`config.mk`:
```
export PLATFORM = sky130hd
export DESIGN_NAME = fft_frame_sequencer
export DESIGN_NICKNAME = d
export VERILOG_FILES = /design/src/rtl/fft_pkg.sv /design/src/rtl/fft_out_framer.sv /design/src/rtl/fft_frame_sequencer.sv
export SDC_FILE = /design/constraint.sdc
export NUM_CORES = 1
export LEC_CHECK = 0
export CORE_AREA = 2 2 114 116
export DETAILED_ROUTE_END_ITERATION = 10
export DIE_AREA = 0 0 116 118
export DONT_BUFFER_PORTS = 1
export PLACE_DENSITY = 0.71
export SLEW_MARGIN = 0
export SYNTH_ARGS = -nofsm -noshare
export SYNTH_HDL_FRONTEND = slang
export SYNTH_SLANG_ARGS = --single-unit
```
`constraint.sdc`:
```
create_clock -name clk -period 5.15 [get_ports clk]
set_input_delay 0.515 -clock clk [delete_from_list [all_inputs] [get_ports clk]]
set_output_delay 0.515 -clock clk [all_outputs]
set_load 0.005 [all_outputs]
```
`src/rtl/fft_pkg.sv`:
```
// Shared definitions for the FFT frame sequencer: default transform size,
// input-side FSM state encoding and the bit-reverse helper used for bin indices.
package fft_pkg;

    localparam int FFT_LOG2N = 12;

    typedef enum logic [1:0] {
        IDLE,
        RUN,
        GAP
    } in_state_t;

    // Number of points for a given log2 length.
    function automatic int fft_points(input int log2n);
        return 1 << log2n;
    endfunction

    // Reverse the low 'bits' bits of v; higher bits of the result are zero.
    function automatic logic [31:0] bitrev(input logic [31:0] v, input int bits);
        logic [31:0] r;
        r = '0;
        for (int i = 0; i < 32; i++) begin
            if (i < bits) begin
                r[i] = v[5'(bits - 1 - i)];
            end
        end
        return r;
    endfunction

endpackage

```
`src/rtl/fft_out_framer.sv`:
```
// Output framer: after a pipe_start it waits OUT_OFFSET cycles, then opens an
// N-cycle window in which the last-stage data is registered onto m_* together
// with first/last markers and the bit-reversed bin index.
module fft_out_framer
    import fft_pkg::*;
#(
    parameter int LOG2N      = FFT_LOG2N,
    parameter int DW         = 32,
    parameter int OUT_OFFSET = 0
) (
    input  logic             clk,
    input  logic             rst,
    input  logic             pipe_start,
    input  logic [DW-1:0]    pipe_real,
    input  logic [DW-1:0]    pipe_img,
    output logic             m_valid,
    output logic             m_first,
    output logic             m_last,
    output logic [DW-1:0]    m_real,
    output logic [DW-1:0]    m_img,
    output logic [LOG2N-1:0] m_index,
    output logic             overlap_err,
    output logic             last_set
);

    localparam int N     = fft_points(LOG2N);
    localparam int SPAN  = OUT_OFFSET + N;
    localparam int POS_W = $clog2(SPAN + 1);
    localparam logic [POS_W-1:0] OFF      = POS_W'(OUT_OFFSET);
    localparam logic [POS_W-1:0] POS_LAST = POS_W'(SPAN - 1);

    logic             busy;
    logic [POS_W-1:0] pos;
    logic             cur_busy;
    logic [POS_W-1:0] cur_pos;
    logic             past_off;
    logic             in_win;
    logic [LOG2N-1:0] k;

    // A fresh pipe_start always restarts the sequence at position 0.
    always_comb begin
        cur_busy = pipe_start | busy;
        cur_pos  = pipe_start ? '0 : pos;
    end

    if (OUT_OFFSET == 0) begin : g_no_offset
        assign past_off = 1'b1;
    end else begin : g_offset
        assign past_off = (cur_pos >= OFF);
    end

    // Window position k and the end-of-frame event used by the inflight counter.
    always_comb begin
        in_win   = cur_busy && past_off;
        k        = LOG2N'(cur_pos - OFF);
        last_set = in_win && (k == '1);
    end

    // Offset/window position tracking plus the sticky overlap flag.
    always_ff @(posedge clk) begin
        if (rst) begin
            busy        <= 1'b0;
            pos         <= '0;
            overlap_err <= 1'b0;
        end else begin
            if (pipe_start && busy) begin
                overlap_err <= 1'b1;
            end
            if (cur_busy) begin
                if (cur_pos == POS_LAST) begin
                    busy <= 1'b0;
                    pos  <= '0;
                end else begin
                    busy <= 1'b1;
                    pos  <= cur_pos + 1'b1;
                end
            end
        end
    end

    // Registered output stream; everything is zero outside the window.
    always_ff @(posedge clk) begin
        if (rst) begin
            m_valid <= 1'b0;
            m_first <= 1'b0;
            m_last  <= 1'b0;
            m_real  <= '0;
            m_img   <= '0;
            m_index <= '0;
        end else begin
            m_valid <= in_win;
            m_first <= in_win && (k == '0);
            m_last  <= last_set;
            m_real  <= in_win ? pipe_real : '0;
            m_img   <= in_win ? pipe_img : '0;
            m_index <= in_win ? LOG2N'(bitrev(32'(k), LOG2N)) : '0;
        end
    end

endmodule

```
`src/rtl/fft_frame_sequencer.sv`:
```
// Frame-level controller ahead of the SDF FFT chain: builds gap-free input
// frames with start/over markers, enforces the inter-frame halt, limits the
// number of frames in flight and frames the FFT output stream.
module fft_frame_sequencer
    import fft_pkg::*;
#(
    parameter int LOG2N        = FFT_LOG2N,
    parameter int DW           = 32,
    parameter int GAP_CYCLES   = 6,
    parameter int OUT_OFFSET   = 0,
    parameter int MAX_INFLIGHT = 2
) (
    input  logic             clk,
    input  logic             rst,
    input  logic             s_valid,
    output logic             s_ready,
    input  logic [DW-1:0]    s_real,
    input  logic [DW-1:0]    s_img,
    output logic             fft_start,
    output logic             fft_over,
    output logic [DW-1:0]    fft_real,
    output logic [DW-1:0]    fft_img,
    input  logic             pipe_start,
    input  logic [DW-1:0]    pipe_real,
    input  logic [DW-1:0]    pipe_img,
    output logic             m_valid,
    output logic             m_first,
    output logic             m_last,
    output logic [DW-1:0]    m_real,
    output logic [DW-1:0]    m_img,
    output logic [LOG2N-1:0] m_index,
    output logic             underrun,
    output logic             overlap_err,
    output logic [LOG2N:0]   inflight
);

    localparam int IW    = LOG2N + 1;
    localparam int GAP_W = (GAP_CYCLES > 1) ? $clog2(GAP_CYCLES) : 1;
    localparam logic [GAP_W-1:0] GAP_LAST = GAP_W'(GAP_CYCLES - 1);
    localparam logic [IW-1:0]    MAX_IF   = IW'(MAX_INFLIGHT);

    in_state_t        state;
    logic [LOG2N-1:0] cnt;
    logic [GAP_W-1:0] gap_cnt;
    logic             start_set;
    logic             last_set;

    // Acceptance is gated by the inflight limit only while waiting for a new frame.
    always_comb begin
        s_ready = 1'b0;
        if (!rst) begin
            case (state)
                IDLE:    s_ready = (inflight < MAX_IF);
                RUN:     s_ready = 1'b1;
                default: s_ready = 1'b0;
            endcase
        end
        start_set = (state == IDLE) && s_valid && s_ready;
    end

    // Input FSM: one registered sample per cycle in RUN, zero-filled on underrun.
    always_ff @(posedge clk) begin
        if (rst) begin
            state     <= IDLE;
            cnt       <= '0;
            gap_cnt   <= '0;
            fft_start <= 1'b0;
            fft_over  <= 1'b0;
            fft_real  <= '0;
            fft_img   <= '0;
            underrun  <= 1'b0;
        end else begin
            fft_start <= 1'b0;
            fft_over  <= 1'b0;
            fft_real  <= '0;
            fft_img   <= '0;
            underrun  <= 1'b0;
            case (state)
                IDLE: begin
                    if (start_set) begin
                        fft_start <= 1'b1;
                        fft_real  <= s_real;
                        fft_img   <= s_img;
                        cnt       <= LOG2N'(1);
                        state     <= RUN;
                    end
                end
                RUN: begin
                    if (s_valid) begin
                        fft_real <= s_real;
                        fft_img  <= s_img;
                    end else begin
                        underrun <= 1'b1;
                    end
                    cnt <= cnt + 1'b1;
                    if (cnt == '1) begin
                        fft_over <= 1'b1;
                        cnt      <= '0;
                        gap_cnt  <= '0;
                        state    <= (GAP_CYCLES == 0) ? IDLE : GAP;
                    end
                end
                GAP: begin
                    if (gap_cnt == GAP_LAST) begin
                        gap_cnt <= '0;
                        state   <= IDLE;
                    end else begin
                        gap_cnt <= gap_cnt + 1'b1;
                    end
                end
                default: state <= IDLE;
            endcase
        end
    end

    // Frames in flight: up on a new frame, down on its last output bin.
    always_ff @(posedge clk) begin
        if (rst) begin
            inflight <= '0;
        end else begin
            case ({start_set, last_set})
                2'b10:   inflight <= inflight + 1'b1;
                2'b01:   inflight <= (inflight == '0) ? '0 : inflight - 1'b1;
                default: inflight <= inflight;
            endcase
        end
    end

    fft_out_framer #(
        .LOG2N      (LOG2N),
        .DW         (DW),
        .OUT_OFFSET (OUT_OFFSET)
    ) u_out_framer (
        .clk         (clk),
        .rst         (rst),
        .pipe_start  (pipe_start),
        .pipe_real   (pipe_real),
        .pipe_img    (pipe_img),
        .m_valid     (m_valid),
        .m_first     (m_first),
        .m_last      (m_last),
        .m_real      (m_real),
        .m_img       (m_img),
        .m_index     (m_index),
        .overlap_err (overlap_err),
        .last_set    (last_set)
    );

endmodule

```
### Word-level counts from Yosys, hierarchy flattened

Cells that the tools add are included.
Widths: inputs -> output; s select.

* $add $sub $neg: 5
* order comparisons: 1
* eq/ne operators: 11
* mux-type cells: 26
* bitwise gates (word level): 4
* reduce and logical (&&, ||, !) cells: 17

Operators by type and width (count)
* $mux 32: 4
* $pmux 32 s2: 2
* $mux 13: 3
* $add 13x1->13 const B: 2
* $pmux 13 s2: 1
* $eq 12x12->1 const B: 2
* $mux 12: 2
* $pmux 12 s2: 1
* $eq 13x12->1 const B: 1
* $logic_not 13->1: 1
* $lt 13x2->1 const B: 1
* $sub 13x1->13 const B: 1
* $add 12x1->12 const B: 1
* $logic_not 12->1: 1
* $mux 2: 3
* $mux 3: 2
* $ne 2x2->1 const B: 3
* $pmux 2 s3: 1
* $pmux 3 s2: 1
* $reduce_bool 2->1: 3
* $reduce_or 2->1: 3
* $logic_and 1x1->1: 5
* $mux 1: 5
* $eq 2x1->1 const B: 2
* 9 further kinds: 13

* flip-flop bits (word level): 191
* word-level logic and storage cells: 82

### Longest topological paths before layout

Gate-level depths: netlist (run 1).

* depth after elaboration: 6
* depth in mapped cells: 15

### Cells and area by module

A second synthesis (run 1) with hierarchy kept.

* cell total of the unflattened synthesis: 669
* area total of the unflattened synthesis: 6712.7 um2

By module, submodules not included
* fft_frame_sequencer: instances 1, cells each 401, area each 3768.6 um2, sequential area each 1941.9 um2
* fft_out_framer: instances 1, cells each 268, area each 2944.1 um2, sequential area each 1881.8 um2

### Least setup slack after synthesis (run 1)

OpenSTA, ideal clock, no wires.

* path kind: input to register
* start point: in pipe_start
* end point: reg inflight[6]
* arrival: 3195 ps
* data required time: 5080 ps
* setup slack: 1885 ps
* stages: 14
* path buffers: 3
* path through: clkbuf_1 inv_1 clkbuf_1 nand2_1 inv_1 ha_1 nand4_1 nor4_1 ha_1 clkbuf_1 nor4bb_1 o311ai_0 a211o_1 a21oi_1

* word-level cells in the longest chain between the ends: 5
* elaborated cells on any way between the ends: 8
* those cells by class: eq/ne: 3; mux: 2; bitwise: 1; reduce/logical: 2

Ends and longest elaborated chain
* start, declared: line fft_frame_sequencer.sv:23 `input logic pipe_start,`
* $mux 13 *: line fft_out_framer.sv:43 `cur_pos = pipe_start ? '0 : pos;`
* named net u_out_framer.cur_pos[1]: line fft_out_framer.sv:35 `logic [POS_W-1:0] cur_pos;`
* $eq 12x12->1 *: line fft_out_framer.sv:56 `last_set = in_win && (k == '1);`
* $logic_and 1x1->1 *: line fft_out_framer.sv:56
* named net last_set: line fft_frame_sequencer.sv:46 `logic last_set;`
* $eq 2x1->1 or $eq 2x2->1 (tied branches): line fft_frame_sequencer.sv:121 `case ({start_set, last_set})`
* $pmux 13 s2 or $reduce_bool 2->1 (tied branches)
* end signal, assigned: line fft_frame_sequencer.sv:122 `2'b10: inflight <= inflight + 1'b1;`
* end signal, assigned: line fft_frame_sequencer.sv:123 `2'b01: inflight <= (inflight == '0) ? '0 : inflight - 1'b1;`
* end signal, assigned: line fft_frame_sequencer.sv:124 `default: inflight <= inflight;`
* end, declared: line fft_frame_sequencer.sv:34 `output logic [LOG2N:0] inflight`

Mark *: on every way through the listed nets, which the timed path passes. The rest lies on a longest branch.
A chain may end at the register's enable or synchronous reset.

### Final worst setup path (run 1)

* start point: reg inflight[4]
* end point: reg inflight[11]

* word-level cells in the longest chain between the ends: 6
* elaborated cells on any way between the ends: 12
* those cells by class: add/sub: 2; order compare: 1; eq/ne: 2; mux: 4; reduce/logical: 3

Ends and longest elaborated chain
* $lt 13x2->1: line fft_frame_sequencer.sv:53 `IDLE: s_ready = (inflight < MAX_IF);`
* $pmux 1 s2: line fft_frame_sequencer.sv:52 `case (state)`
* $mux 1: line fft_frame_sequencer.sv:51 `if (!rst) begin`
* $logic_and 1x1->1: line fft_frame_sequencer.sv:58 `start_set = (state == IDLE) && s_valid && s_ready;`
* $eq 2x1->1 or $eq 2x2->1 (tied branches): line fft_frame_sequencer.sv:121
* $pmux 13 s2 or $reduce_bool 2->1 (tied branches)

Several ways; a longest one is shown, not always the timed one.

==> flow_summary.ini, run 1 <==
[synthesis]
syn_nets = 820
ys.flop_type = dfxtp_1
ys_seq_elements = 191
synth_warnings = 0
yosysSeqAreaShare = 0.5578
synth_cells = 682
synthArstFlopShare = 0
synth-edff-count = 0
syn_area_sq_mm = 0.006855
avgSynthCellArea_sq_um = 10.05
ys_types = 61

[min_path]
holdPathStages = 1
holdCritPathClass = in -> reg

[global_route]
grt_pass1_wl_microns = 24700
grt_max_degree = 79
overflow = 0
antenna_found_initial = 0
grt_usage = 0.2291
grt_pass1_vias = 4666

[sta]
rsz0062_at_grt = false
relSlewSlack = 0.2476
hold_violations = 0
min_period_over_period = 0.7050
fmax_mhz = 275.4
fin_crit_ps = 3631
skew_ps = 7.501
worst_pin_slew_ps = 1126
finalSetupViolations = 0
finalMaxSlewViolations = 0
setup-tns-final_ps = 0

[final_layout]
final_area_sq_mm = 0.007478
antenna_cells = 0
multi_input_area_sq_mm = 0.002753
nets = 791
final-seq-area_sq_mm = 0.003824
drive_gt1_frac = 0.06156
fin_cells = 838
fill_cells = 1090
areaGrowthSynthToFinish_pct = 9.089

[routing]
post_drt_wl_per_cell_microns = 18.94
drt-vias-per-instance = 5.874
drt_iter0_markers = 320
first_pass_iters = 4
vias = 4922
drc = 0
drt.antenna.violating_nets = 0
wirelength_microns = 15870

[pwr]
cellPowerDensity_mw_per_mm2 = 408.9
power.static_leakage_nw = 2.833
max-vdd-ir-drop_mv = 0.2285

[clocking]
cts_made_buffers = 17
root_buffer = clkbuf_16
clkLatencyLatePin_ps = 430
clk_pin_slew_ps = 70
hold_buffers = 0
htreeDepth = 4
cts_tree = built
postCtsSetupBuffers = 0
clock_sinks = 191
post_cts_resized = 0
cts_buffer_depth = 2

[setup_path]
worstSetupEndpointType = register
worstPathRequired_ps = 5420
critPathTopFamily = simple AND/OR/NAND/NOR gates
slowest_stage = or4_1
crit_chain = or4_1, nor4_4, and4_1, inv_1, ha_1, nor4b_1, a32oi_1, o31ai_1, o311ai_0
reg2regPathDepth = 9
worstPathBufferInverterCount = 1
worstSetupStartpointType = register
critical_path_depth = 9
cp_slowest_stage_delay_ps = 860
worstSetupPathType = reg -> reg
crit_fanout = 27
critPathArrivalTime_ps = 3900

[placement]
gp_routability_congestion = 0.8677
io_buffers = 0
placedCellCount = 806
dp_hpwl_microns = 11380
placed_cell_area_sq_mm = 0.006848

[floorplanning]
io-pin-count = 293
die_w_microns = 116
row_count = 41
start_util = 0.5522
die_area_sq_mm = 0.01369
die_y_microns = 118
core_sq_mm = 0.01241

[outcome]
status = finished, final reports clean

[run]
drv_cap = 0
[metal layers]
layer / track usage / vias to the layer above / part of all wire
met5: 0 / - / 0
met2: 0.3841 / 271 / 0.50
li1: - / 2328 / -
met4: 0.07515 / 0 / 0.016
met3: 0.07364 / 27 / 0.087
met1: 0.2757 / 2296 / 0.40
[registers in the layout, summed over array words and instances (netlist names), 2 cells and up]
name / count
cnt: 12
inflight: 13
gap_cnt: 3
state: 2
u_out_framer.m_real: 32
u_out_framer.pos: 13
u_out_framer.m_img: 32
fft_img: 32
u_out_framer.m_index: 12
fft_real: 32
[worst paths after layout]
check	startpoint	end	slack (ps)
max	inflight[4]$_SDFFE_PP0P_	inflight[11]$_SDFFE_PP0P_	1520
min reg2reg	u_out_framer.pos[12]$_SDFFE_PP0N_	u_out_framer.pos[12]$_SDFFE_PP0N_	470
max reg2reg	inflight[4]$_SDFFE_PP0P_	inflight[11]$_SDFFE_PP0P_	1520
min	s_valid	underrun$_SDFF_PP0_	160
[area by class of cell]
| class | count | area share |
|---|---|---|
| clock buffers | 20 | 0.06241 |
| clock inverters | 12 | 0.02192 |
| inverters | 15 | 0.007529 |
| multi-input cells | 428 | 0.3681 |
| flip-flops and latches | 191 | 0.5113 |
| well taps | 172 | 0.02878 |
[power breakdown]
| part | total [W] | switching [W] | internal, W |
|---|---|---|---|
| combinational | 0.000116 | 0.0000649 | 0.0000507 |
| clock | 0.00136 | 0.000583 | 0.000777 |
| sequential | 0.00158 | 0.0000458 | 0.00154 |
| total | 0.00306 | 0.000693 | 0.00236 |
[kinds of logic after synthesis]
family | synth area share
AND/OR/NAND/NOR | 0.2648
adder cells (fa/ha/maj) | 0.01095
XOR/XNOR | 0.007666
buffers and inverters | 0.04180
multiplexers | 0.002920
flip-flops | 0.5578
AO/OA/AOI/OAI | 0.1141
[per-stage QoR]
stage / hold WS (ps) / setup WS (ps) / util / total power (W)
2_1_floorplan: 432.9 / 1885 / - / 0.001706
3_3_place_gp: 444.3 / 1447 / 0.5516 / 0.001726
3_5_place_dp: 463.9 / 1295 / 0.5516 / 0.001732
4_1_cts: 139.9 / 1536 / 0.6024 / 0.003087
5_1_grt: 137.8 / 1213 / 0.6024 / 0.003174
6_report: 160.0 / 1519 / 0.6024 / 0.003058
[Yosys cell counts (4+ instances only)]
| cell | count | area (sq um) |
|---|---|---|
| ha_1 | 6 | 75.07 |
| and4_1 | 4 | 35.03 |
| a21oi_1 | 26 | 130.1 |
| a22o_1 | 4 | 35.03 |
| nand2b_1 | 10 | 62.56 |
| clkbuf_1 | 38 | 142.6 |
| and2_1 | 132 | 825.8 |
| o21ai_0 | 16 | 80.08 |
| xnor2_1 | 4 | 35.03 |
| buf_6 | 6 | 67.56 |
| a31oi_1 | 12 | 75.07 |
| nand4_1 | 11 | 68.82 |
| inv_1 | 15 | 56.30 |
| o32ai_1 | 6 | 52.55 |
| or3_1 | 4 | 25.02 |
| buf_2 | 4 | 20.02 |
| o31ai_1 | 4 | 30.03 |
| nand3b_1 | 7 | 52.55 |
| or4_1 | 10 | 75.07 |
| a41oi_1 | 5 | 43.79 |
| nand3_1 | 14 | 70.07 |
| dfxtp_1 | 191 | 3824 |
| nor4_1 | 16 | 100.1 |
| and3_1 | 12 | 75.07 |
| nor2_1 | 25 | 93.84 |
| nor2b_1 | 4 | 25.02 |
| nor3_1 | 14 | 70.07 |
| nand2_1 | 27 | 101.4 |
[cells in the final DEF (no fill, tap or decap), types with 7 or more instances in the layout]
cell type / synthesis / routed
and2_1: 132 / 132
or4_1: 10 / 10
clkbuf_16: 0 / 17
nand2_1: 27 / 27
inv_1: 15 / 15
nand2b_1: 10 / 10
nor2_1: 25 / 24
o21ai_0: 16 / 16
a21oi_1: 26 / 26
nor3_1: 14 / 14
nand3_1: 14 / 14
nand4_1: 11 / 11
a31oi_1: 12 / 12
nor4_1: 16 / 16
nand3b_1: 7 / 7
and3_1: 12 / 12
dfxtp_1: 191 / 191
Note: power is estimated with default switching activity, not from simulation.
==> inputs of run 2 (changes only) <==
--- a/config.mk
+++ b/config.mk
@@ -5,11 +5,11 @@
 export SDC_FILE = /design/constraint.sdc
 export NUM_CORES = 1
 export LEC_CHECK = 0
-export CORE_AREA = 2 2 114 116
+export CORE_MARGIN = 2
+export CORE_UTILIZATION = 56
 export DETAILED_ROUTE_END_ITERATION = 10
-export DIE_AREA = 0 0 116 118
 export DONT_BUFFER_PORTS = 1
-export PLACE_DENSITY = 0.71
+export PLACE_DENSITY = 0.74
 export SLEW_MARGIN = 0
 export SYNTH_ARGS = -nofsm -noshare
 export SYNTH_HDL_FRONTEND = slang
==> constraint.sdc (replaced) <==
create_clock -name clk -period 3 [get_ports clk]
set_input_delay 0.3 -clock clk [delete_from_list [all_inputs] [get_ports clk]]
set_output_delay 0.3 -clock clk [all_outputs]
set_load 0.005 [all_outputs]
==> flow_summary.ini, run 2 (synthesized netlist as in run 1, its figures left out) <==
[setup_path]
worstSetupEndpointType = register
r2r_end = inflight[2]$_SDFFE_PP0P_
worstSetupStartpointType = register
crit_fanout = 7
r2r_setup_slack_ps = 140
critPathLaunch = inflight[9]$_SDFFE_PP0P_
cp_slowest_stage_delay_ps = 610
crit_chain = or4_1, nor4_4, and4_1, inv_1, ha_2, buf_4, nor2b_1, buf_4, a211oi_1, a2111oi_1
worstPathRequired_ps = 3290
crit_end = inflight[2]$_SDFFE_PP0P_
reg2regPathDepth = 10
critPathArrivalTime_ps = 3160
cpMostUsedCell = buf_4
worstSetupPathType = reg -> reg
slowest_stage = or4_1
r2r_start = inflight[9]$_SDFFE_PP0P_

[routing]
drt.antenna.violating_nets = 0
wirelength_microns = 19770
drt_iter0_markers = 468
post_drt_wl_per_cell_microns = 20.55
first_pass_iters = 5
vias = 5600
drt-vias-per-instance = 5.821
drc = 0

[pwr]
power.static_leakage_nw = 3.458
cellPowerDensity_mw_per_mm2 = 605.1
total_power_w = 0.005372
max-vdd-ir-drop_mv = 0.4390

[sta]
finalSetupViolations = 0
skew_ps = 13.34
finalMaxSlewViolations = 0
setup-tns-final_ps = 0
rsz0062_at_grt = false
fmax_mhz = 349.3
min_period_over_period = 0.9544
fin_crit_ps = 2863
hold_violations = 0
worst_pin_slew_ps = 680.9
relSlewSlack = 0.5419
hold_slack_ps = 9.206

[placement]
io_buffers = 0
gp_routability_congestion = 0.9155
dp_hpwl_microns = 11510

[clocking]
clkLatencyLatePin_ps = 420
cts_tree = built
root_buffer = clkbuf_16
cts_made_buffers = 17
clk_pin_slew_ps = 70
clock_sinks = 191
htreeDepth = 4
cts_buffer_depth = 2

[global_route]
grt_max_degree = 65
grt_pass1_wl_microns = 29200
grt_pass1_vias = 5353
antenna_found_initial = 2
grt_usage = 0.2869
overflow = 0

[final_layout]
areaGrowthSynthToFinish_pct = 29.51
fill_cells = 755
final_cell_mix = dfxtp_1, and2_1, dlygate4sd3_1
drive_gt1_frac = 0.08856
nets = 939
final_common_cell = dfxtp_1

[floorplanning]
die_w_microns = 114.6
row_count = 40
die_y_microns = 114.6
core_sq_mm = 0.01196
io-pin-count = 293
die_area_sq_mm = 0.01314
start_util = 0.5731

[outcome]
status = finished, final reports clean

[run]
drv_cap = 0

[min_path]
holdCritPathClass = in -> reg
==> run 2: changes by cell type in the layout (fill, tap and decap cells not counted), sizes merged <==
cell	delta
buf	+27
clkinvlp	+1
diode	+2
clkinv	-2
dlygate4sd3	+121
==> run 2: what timing repair did <==
action                                 4_1_cts  5_1_grt
buffers inserted                             0        0
resized for setup                            0        8
setup endpoints to repair                    0        9
endpoints found under the hold margin      138       14
hold buffers                               108       14
==> run 2: per-stage QoR <==
step	utilization	instance area [sq um]	std cells	worst slack, ps
after floorplan	-	6862	682	40.61
after global routing	0.7423	8879	962	14.04
after CTS	0.7273	8700	946	25.77
final	0.7423	8879	962	136.8
after global placement	0.5867	7018	807	145.9
after detailed placement	0.5867	7018	807	62.09
==> run 2: where the power goes <==
| group | leakage, nW | internal, W | switching, W |
|---|---|---|---|
| Sequential | 1.56 | 0.00264 | 0.0000744 |
| Clock | 0.284 | 0.00128 | 0.00101 |
| Combinational | 1.61 | 0.000206 | 0.000166 |
| Total | 3.46 | 0.00412 | 0.00125 |
==> run 2: metal layers <==
layer  part of all wire  GRT usage  vias to the layer above
li1                   -          -                     2622
met3              0.085    0.09476                       32
met2               0.52     0.5077                      328
met1               0.38     0.3247                     2618
met4              0.019    0.09431                        0
met5                  0          0                        -
==> run 2: critical path, delay by kind of cell (launching register included) <==
family / cells / cell delay [ps]
adder cells (fa/ha/maj): 1 / 210
flip-flops: 1 / 310
buffers and inverters: 3 / 400
AND/OR/NAND/NOR: 4 / 1440
AO/OA/AOI/OAI: 2 / 360
==> run 2: worst min path at each step <==
stage | from | to | slack, ps | depth (start not counted)
final | pipe_img[12] | u_out_framer.m_img[12]$_SDFF_PP0_ | 9 | 1
after global routing | pipe_img[3] | u_out_framer.m_img[3]$_SDFF_PP0_ | 1 | 1
after CTS | pipe_real[8] | u_out_framer.m_real[8]$_SDFF_PP0_ | 0.5 | 1
after detailed placement | pipe_start | u_out_framer.pos[11]$_SDFFE_PP0N_ | 380 | 1
after global placement | rst | inflight[6]$_SDFFE_PP0P_ | 380 | 1
after floorplan | s_valid | underrun$_SDFF_PP0_ | 370 | 1
==> run 2: area by class of cell <==
cell class                 instances  area (sq um)  share of cell area
inverter                          15         56.30            0.006342
tap                              147         183.9             0.02072
antenna                            2         5.005           0.0005637
sequential                       191          3824              0.4307
timing repair buffer             148          1426              0.1607
clock inverter                    11         143.9             0.01621
multi-input combinational        428          2793              0.3145
clock buffer                      20         446.7             0.05031
